$ cat config.mk
export PLATFORM = sky130hd
export DESIGN_NAME = mpi_recv_responder
export DESIGN_NICKNAME = d
export VERILOG_FILES = /design/src/rtl/mpi_recv_responder.sv
export SDC_FILE = /design/constraint.sdc
export NUM_CORES = 1
export LEC_CHECK = 0
export CORE_UTILIZATION = 35
export DETAILED_ROUTE_END_ITERATION = 10
export HOLD_SLACK_MARGIN = 0.08
export PLACE_DENSITY_LB_ADDON = 0.1
export SYNTH_ARGS = -nofsm -noshare
export SYNTH_HDL_FRONTEND = slang
export SYNTH_SLANG_ARGS = --single-unit
export TNS_END_PERCENT = 30
$ cat constraint.sdc
create_clock -name clk -period 4.8 [get_ports clk]
set_clock_uncertainty 0.05 [all_clocks]
set_input_delay 0.72 -clock clk [delete_from_list [all_inputs] [get_ports clk]]
set_output_delay 0.72 -clock clk [all_outputs]
set_load 0.02 [all_outputs]
$ cat src/rtl/mpi_recv_responder.sv
// Receive side of the MPI rendezvous handshake: envelope -> clear-to-send -> payload forward -> done.
// Optional watchdog on the envelope/data waits is enabled by defining MPI_RECV_TIMEOUT_EN.
module mpi_recv_responder #(
   parameter int CTS_DELAY      = 10,
   parameter int TIMEOUT_CYCLES = 4096
) (
   input  logic        clk,
   input  logic        aresetn,
   input  logic [15:0] local_rank,
   input  logic        recv_req,
   input  logic [7:0]  recv_src_rank,
   input  logic [15:0] recv_size,
   output logic        recv_busy,
   output logic        recv_done,
   output logic [2:0]  recv_error,
   input  logic [63:0] net_in_data,
   input  logic [7:0]  net_in_keep,
   input  logic        net_in_last,
   input  logic        net_in_valid,
   output logic        net_in_ready,
   output logic [63:0] net_out_data,
   output logic [7:0]  net_out_keep,
   output logic        net_out_last,
   output logic        net_out_valid,
   input  logic        net_out_ready,
   output logic [63:0] app_out_data,
   output logic [7:0]  app_out_keep,
   output logic        app_out_last,
   output logic        app_out_valid,
   input  logic        app_out_ready
);
   localparam logic [7:0] T_SYNC_ENV   = 8'd0;
   localparam logic [7:0] T_CLR2SND    = 8'd1;
   localparam logic [7:0] T_DATA       = 8'd2;
   localparam logic [7:0] T_RECV_ERROR = 8'd4;
   localparam logic [7:0] T_DONE       = 8'd5;

   typedef enum logic [3:0] {
      S_IDLE, S_WAIT_ENV, S_DRAIN_ENV, S_DRAIN_ERR, S_DELAY,
      S_SEND_CTS, S_WAIT_DATA, S_FWD, S_SEND_DONE, S_SEND_ERR
   } state_t;

   state_t      state_q, state_d;
   logic [7:0]  src_q, src_d;
   logic [15:0] size_q, size_d;
   logic [15:0] env_size_q, env_size_d;
   logic [15:0] data_size_q, data_size_d;
   logic [16:0] byte_cnt_q, byte_cnt_d;
   logic [31:0] delay_cnt_q, delay_cnt_d;
   logic [2:0]  err_q, err_d;
   logic        sop_q, sop_d;
   logic        tmo_hit;

   logic        in_fire, hdr_fire, addr_ok;
   logic [7:0]  hdr_type;
   logic [15:0] hdr_size;
   logic [3:0]  keep_acc [0:8];
   logic [17:0] byte_sum;
   logic [16:0] byte_new;
   logic [7:0]  reply_type;
   logic [15:0] reply_size;

   assign hdr_type = net_in_data[31:24];
   assign hdr_size = net_in_data[47:32];
   assign addr_ok  = (net_in_data[23:16] == src_q) && (net_in_data[15:0] == local_rank);
   assign in_fire  = net_in_valid && net_in_ready;
   // sop_q tracks packet boundaries so payload words are never mistaken for headers
   assign hdr_fire = in_fire && sop_q;

   assign keep_acc[0] = 4'd0;
   for (genvar gi = 0; gi < 8; gi++) begin : g_pop
      assign keep_acc[gi+1] = keep_acc[gi] + {3'b000, net_in_keep[gi]};
   end
   assign byte_sum = {1'b0, byte_cnt_q} + {14'd0, keep_acc[8]};
   assign byte_new = byte_sum[17] ? 17'h1FFFF : byte_sum[16:0];

`ifdef MPI_RECV_TIMEOUT_EN
   logic [31:0] tmo_q, tmo_d;
   logic        tmo_run;
   assign tmo_run = (state_q == S_WAIT_ENV) || (state_q == S_WAIT_DATA);
   assign tmo_d   = (!tmo_run || in_fire) ? 32'd0 : tmo_q + 32'd1;
   assign tmo_hit = tmo_run && !in_fire && (tmo_q + 32'd1 == 32'(TIMEOUT_CYCLES));
   always_ff @(posedge clk or negedge aresetn) begin
      if (!aresetn) tmo_q <= '0;
      else          tmo_q <= tmo_d;
   end
`else
   logic [31:0] unused_tmo;
   assign unused_tmo = 32'(TIMEOUT_CYCLES);
   assign tmo_hit    = 1'b0;
`endif

   always_ff @(posedge clk or negedge aresetn) begin
      if (!aresetn) begin
         state_q     <= S_IDLE;
         src_q       <= '0;
         size_q      <= '0;
         env_size_q  <= '0;
         data_size_q <= '0;
         byte_cnt_q  <= '0;
         delay_cnt_q <= '0;
         err_q       <= '0;
         sop_q       <= 1'b1;
      end else begin
         state_q     <= state_d;
         src_q       <= src_d;
         size_q      <= size_d;
         env_size_q  <= env_size_d;
         data_size_q <= data_size_d;
         byte_cnt_q  <= byte_cnt_d;
         delay_cnt_q <= delay_cnt_d;
         err_q       <= err_d;
         sop_q       <= sop_d;
      end
   end

   always_comb begin
      state_d     = state_q;
      src_d       = src_q;
      size_d      = size_q;
      env_size_d  = env_size_q;
      data_size_d = data_size_q;
      byte_cnt_d  = byte_cnt_q;
      delay_cnt_d = '0;
      err_d       = err_q;
      sop_d       = in_fire ? net_in_last : sop_q;
      case (state_q)
         S_IDLE: if (recv_req) begin
            src_d   = recv_src_rank;
            size_d  = recv_size;
            err_d   = '0;
            state_d = S_WAIT_ENV;
         end
         S_WAIT_ENV: if (hdr_fire && hdr_type == T_SYNC_ENV && addr_ok) begin
            env_size_d = hdr_size;
            if (hdr_size > size_q) begin
               err_d[0] = 1'b1;
               state_d  = net_in_last ? S_SEND_ERR : S_DRAIN_ERR;
            end else begin
               state_d  = net_in_last ? S_DELAY : S_DRAIN_ENV;
            end
         end
         S_DRAIN_ENV: if (in_fire && net_in_last) state_d = S_DELAY;
         S_DRAIN_ERR: if (in_fire && net_in_last) state_d = S_SEND_ERR;
         S_DELAY: begin
            if (delay_cnt_q + 32'd1 >= 32'(CTS_DELAY)) state_d = S_SEND_CTS;
            else delay_cnt_d = delay_cnt_q + 32'd1;
         end
         S_SEND_CTS: if (net_out_ready) state_d = S_WAIT_DATA;
         S_WAIT_DATA: if (hdr_fire && hdr_type == T_DATA && addr_ok) begin
            data_size_d = hdr_size;
            byte_cnt_d  = '0;
            if (net_in_last) begin
               // header-only packet carries zero payload bytes
               if (hdr_size != 16'd0) err_d[1] = 1'b1;
               state_d = S_SEND_DONE;
            end else begin
               state_d = S_FWD;
            end
         end
         S_FWD: if (in_fire) begin
            byte_cnt_d = byte_new;
            if (byte_sum[17]) err_d[1] = 1'b1;
            if (net_in_last) begin
               if (byte_new != {1'b0, data_size_q}) err_d[1] = 1'b1;
               state_d = S_SEND_DONE;
            end
         end
         S_SEND_DONE: if (net_out_ready) state_d = S_IDLE;
         S_SEND_ERR:  if (net_out_ready) state_d = S_IDLE;
         default: state_d = S_IDLE;
      endcase
      if (tmo_hit) begin
         err_d[2] = 1'b1;
         state_d  = S_IDLE;
      end
   end

   always_comb begin
      reply_type    = T_CLR2SND;
      reply_size    = env_size_q;
      net_out_valid = 1'b0;
      net_out_data  = '0;
      net_out_keep  = '0;
      net_out_last  = 1'b0;
      app_out_data  = '0;
      app_out_keep  = '0;
      app_out_last  = 1'b0;
      app_out_valid = 1'b0;
      net_in_ready  = 1'b0;
      if (state_q == S_SEND_DONE) begin
         reply_type = T_DONE;
         reply_size = '0;
      end else if (state_q == S_SEND_ERR) begin
         reply_type = T_RECV_ERROR;
         reply_size = '0;
      end
      case (state_q)
         S_IDLE, S_WAIT_ENV, S_DRAIN_ENV, S_DRAIN_ERR, S_WAIT_DATA: net_in_ready = 1'b1;
         S_FWD: begin
            app_out_data  = net_in_data;
            app_out_keep  = net_in_keep;
            app_out_last  = net_in_last;
            app_out_valid = net_in_valid;
            net_in_ready  = app_out_ready;
         end
         S_SEND_CTS, S_SEND_DONE, S_SEND_ERR: begin
            net_out_valid = 1'b1;
            net_out_data  = {8'h01, 8'h00, reply_size, reply_type, local_rank[7:0], 8'h00, src_q};
            net_out_keep  = 8'hFF;
            net_out_last  = 1'b1;
         end
         default: ;
      endcase
   end

   assign recv_busy  = (state_q != S_IDLE);
   assign recv_done  = (state_q == S_SEND_DONE) && net_out_ready;
   assign recv_error = err_q;

endmodule

==> reports/metrics.yaml <==
status: "complete, no violations"
globalRouteTotalUtil: 0.224
drt_iter0_drc: 309
clkLatencyLatePin_ns: 0.36
antenna_found_initial: 0
core_sq_um: 21900
initial_utilization: 0.357
seq_power_share: 0.285
crit_arrival_ns: 4.79
nNetsFinal: 1256
syn2layout_area_growth_pct: 41.0
critPathLaunchType: "input port"
die_y_um: 152
wl_per_cell_um: 18.1
overflow: 0
slew_headroom: 0.421
hold_viol: 0
synth_cell_type_count: 79
fin_ws_ns: 0.208
finalSetupViolCount: 0
synth_ff_type: "dfrtp_1"
cts_num_sinks: 112
diodes: 0
synth-edff-count: 0
period_share: 0.957
hold_class: "in2async"
syn_inst: 841
post-route-drc-count: 0
crit_type: "in2reg"
via_count: 7167
die_w_um: 152
syn_avg_cell_area_sq_um: 9.30
dieArea_sq_um: 23000
async_flop_share: 1.00
rows: 54
p_per_area_nw_per_um2: 404
clk_pin_slew_worst_paths_ns: 0.08
num-fill-cells: 2107
pin_count: 273
rsz0062_at_grt: "false"
power_switching_mw: 1.78
drt_pre_antenna_iters: 5
end_kind: "register"
slew_violations: 0
utilization: 0.504
worst_pin_slew_ns: 0.869
min_period_ns: 4.59
drv_cap: 0
synth_area_sq_um: 7820
p_sw_frac: 0.399
cts_root_buf: "clkbuf_16"
grt_pass1_vias: 6801
grt_pass1_wl_mm: 39.0
cts_buffer_depth: 2
synth-seq-cells: 112
hpwl_mm: 19.4
vdd_drop_max_uv: 212
postRouteAntennaNets: 0
io_buffers: 242
cts-htree-levels: 3
gp_congestion: 0.894
max_freq_mhz: 218
clkPwrFrac: 0.191
p_int_mw: 2.68
p_leak_nw: 4.85
wl_mm: 25.2
postCtsHoldBufs: 0
via_per_inst: 5.15
combPwrFrac: 0.525
grt_max_degree: 58
cts_tree: "done"
cp.required_ns: 5.00
preCtsSetupSlack_ns: -0.702
cts_inserted_buffers: 9
fin_setup_tns_ns: 0
yosysWarnings: 0
seq_area_frac_synth: 0.358
drive_gt1_frac: 0.135
critPathMaxFanout: 4
==> state kept, by name (all words and copies together) (netlist names) <==
name,flops
recv_error,2
sop_q,1
state_q,4
byte_cnt_q,17
size_q,16
env_size_q,16
data_size_q,16
delay_cnt_q,32
src_q,8
==> worst max-delay path: stages <==
cell and delay (ns):
clkdlybuf4s15_1 0.20, fa_1 0.54, inv_2 0.04, fa_1 0.50, fa_1 0.45, fa_2 0.38, fa_2 0.39, nor2b_4 0.17
o21ai_4 0.12, a2111oi_4 0.34, xnor2_1 0.13, or3_1 0.31, a21oi_1 0.14, nor2_1 0.06, o31a_1 0.28
==> cell usage after synthesis (8+ instances only) <==
cell      count  area share
nor2_1       48       0.023
and2_1       16       0.013
mux2_2       57       0.082
xor2_1       11       0.012
ha_1         24       0.038
nor4_1       15       0.012
buf_2         8      0.0051
o211ai_1      9      0.0086
nor3_1       16       0.010
or3_1        11      0.0088
a21oi_1      27       0.017
inv_1        42       0.020
nor2b_1      22       0.018
dfrtp_1     111        0.36
xnor2_1      37       0.041
nand2_1      43       0.021
nand4_1      25       0.020
o21ai_0      29       0.019
buf_4        41       0.039
and3_1       77       0.062
clkbuf_1     31       0.015
nand3_1      14      0.0090
==> final timing paths <==
| check | startpoint | endpoint | slack (ns) | cells after the start |
|---|---|---|---|---|
| max reg2reg | byte_cnt_q[0] | recv_error[1] | 0.93 | 13 |
| max | net_in_keep[3] | recv_error[1] | 0.21 | 15 |
| max in group asynchronous | aresetn | env_size_q[9] | 3.45 | 2 |
| min in group clk | env_size_q[0] | env_size_q[0] | 0.43 | 2 |
| min | aresetn | delay_cnt_q[2] | 0.31 | 1 |
| min reg2reg | env_size_q[0] | env_size_q[0] | 0.43 | 2 |
==> placed cells by master (no fill, tap or decap), types with 7 or more instances in the layout <==
cell type,count
and4_1,7
o211ai_1,9
a21oi_1,25
xor2_1,11
nand4_1,25
buf_4,37
o22ai_1,7
xnor2_1,36
nand2_1,43
clkdlybuf4s50_1,238
ha_1,24
nand3_1,14
and2_1,16
a31oi_1,7
nor2_1,48
or3_1,11
mux2_2,57
conb_1,58
nor4_1,13
and3_1,76
dfrtp_1,110
clkbuf_16,9
inv_1,41
o21ai_0,28
nor3_1,15
nor2b_1,21
==> layer usage <==
metal / up-vias / track usage / share of wire
met3: 24 / 0.0347 / 0.046
met4: 0 / 0.0520 / 0.015
li1: 3464 / - / -
met1: 3492 / 0.299 / 0.46
met2: 187 / 0.381 / 0.48
met5: - / 0 / 0
==> power by group through the flow <==
stage          registers, mW  logic, mW  clock network [mW]
2_1_floorplan           1.20       1.52                   0
3_3_place_gp            1.28       2.23                   0
3_5_place_dp            1.28       2.25                   0
4_1_cts                 1.27       2.33               0.873
5_1_grt                 1.29       2.56               0.904
6_report                1.27       2.34               0.849
==> stage by stage <==
step / total power, mW / cell area (sq um) / hold slack [ns] / instances
global route: 4.76 / 11000 / 0.389 / 1392
CTS: 4.47 / 11000 / 0.353 / 1391
global placement: 3.51 / 10600 / 0.405 / 1375
detailed placement: 3.54 / 10600 / 0.412 / 1375
finish: 4.45 / 11000 / 0.311 / 1392
floorplan: 2.72 / 8040 / 0.374 / 898
==> final cells by class <==
cell class	count	area [sq um]	share of cell area
clock inverters	5	86.3	0.00782
inverters	43	161	0.0146
repair buffers	279	2690	0.244
clock buffers	10	239	0.0217
flip-flops and latches	112	2810	0.254
multi-input cells	663	4700	0.426
well taps	280	350	0.0318
==> timing repair <==
action / 4_1_cts / 5_1_grt
buffers inserted: 2 / 1
pin swaps: 11 / 12
gates resized for setup: 22 / 7
endpoints found under the setup margin: 2 / 2
==> cell families (layout without fill, tap and decap cells) <==
group	count (synthesis)	in the layout	synth area share
fa+ha+maj	29	29	0.0512
xor+xnor	49	49	0.0566
flops	112	112	0.358
compound gates	135	135	0.120
other cells	1	58	0.000479
mux	62	62	0.0891
simple gates	330	330	0.244
buf+inv	123	337	0.0800
No activity file was read; power rests on OpenSTA's default activity.
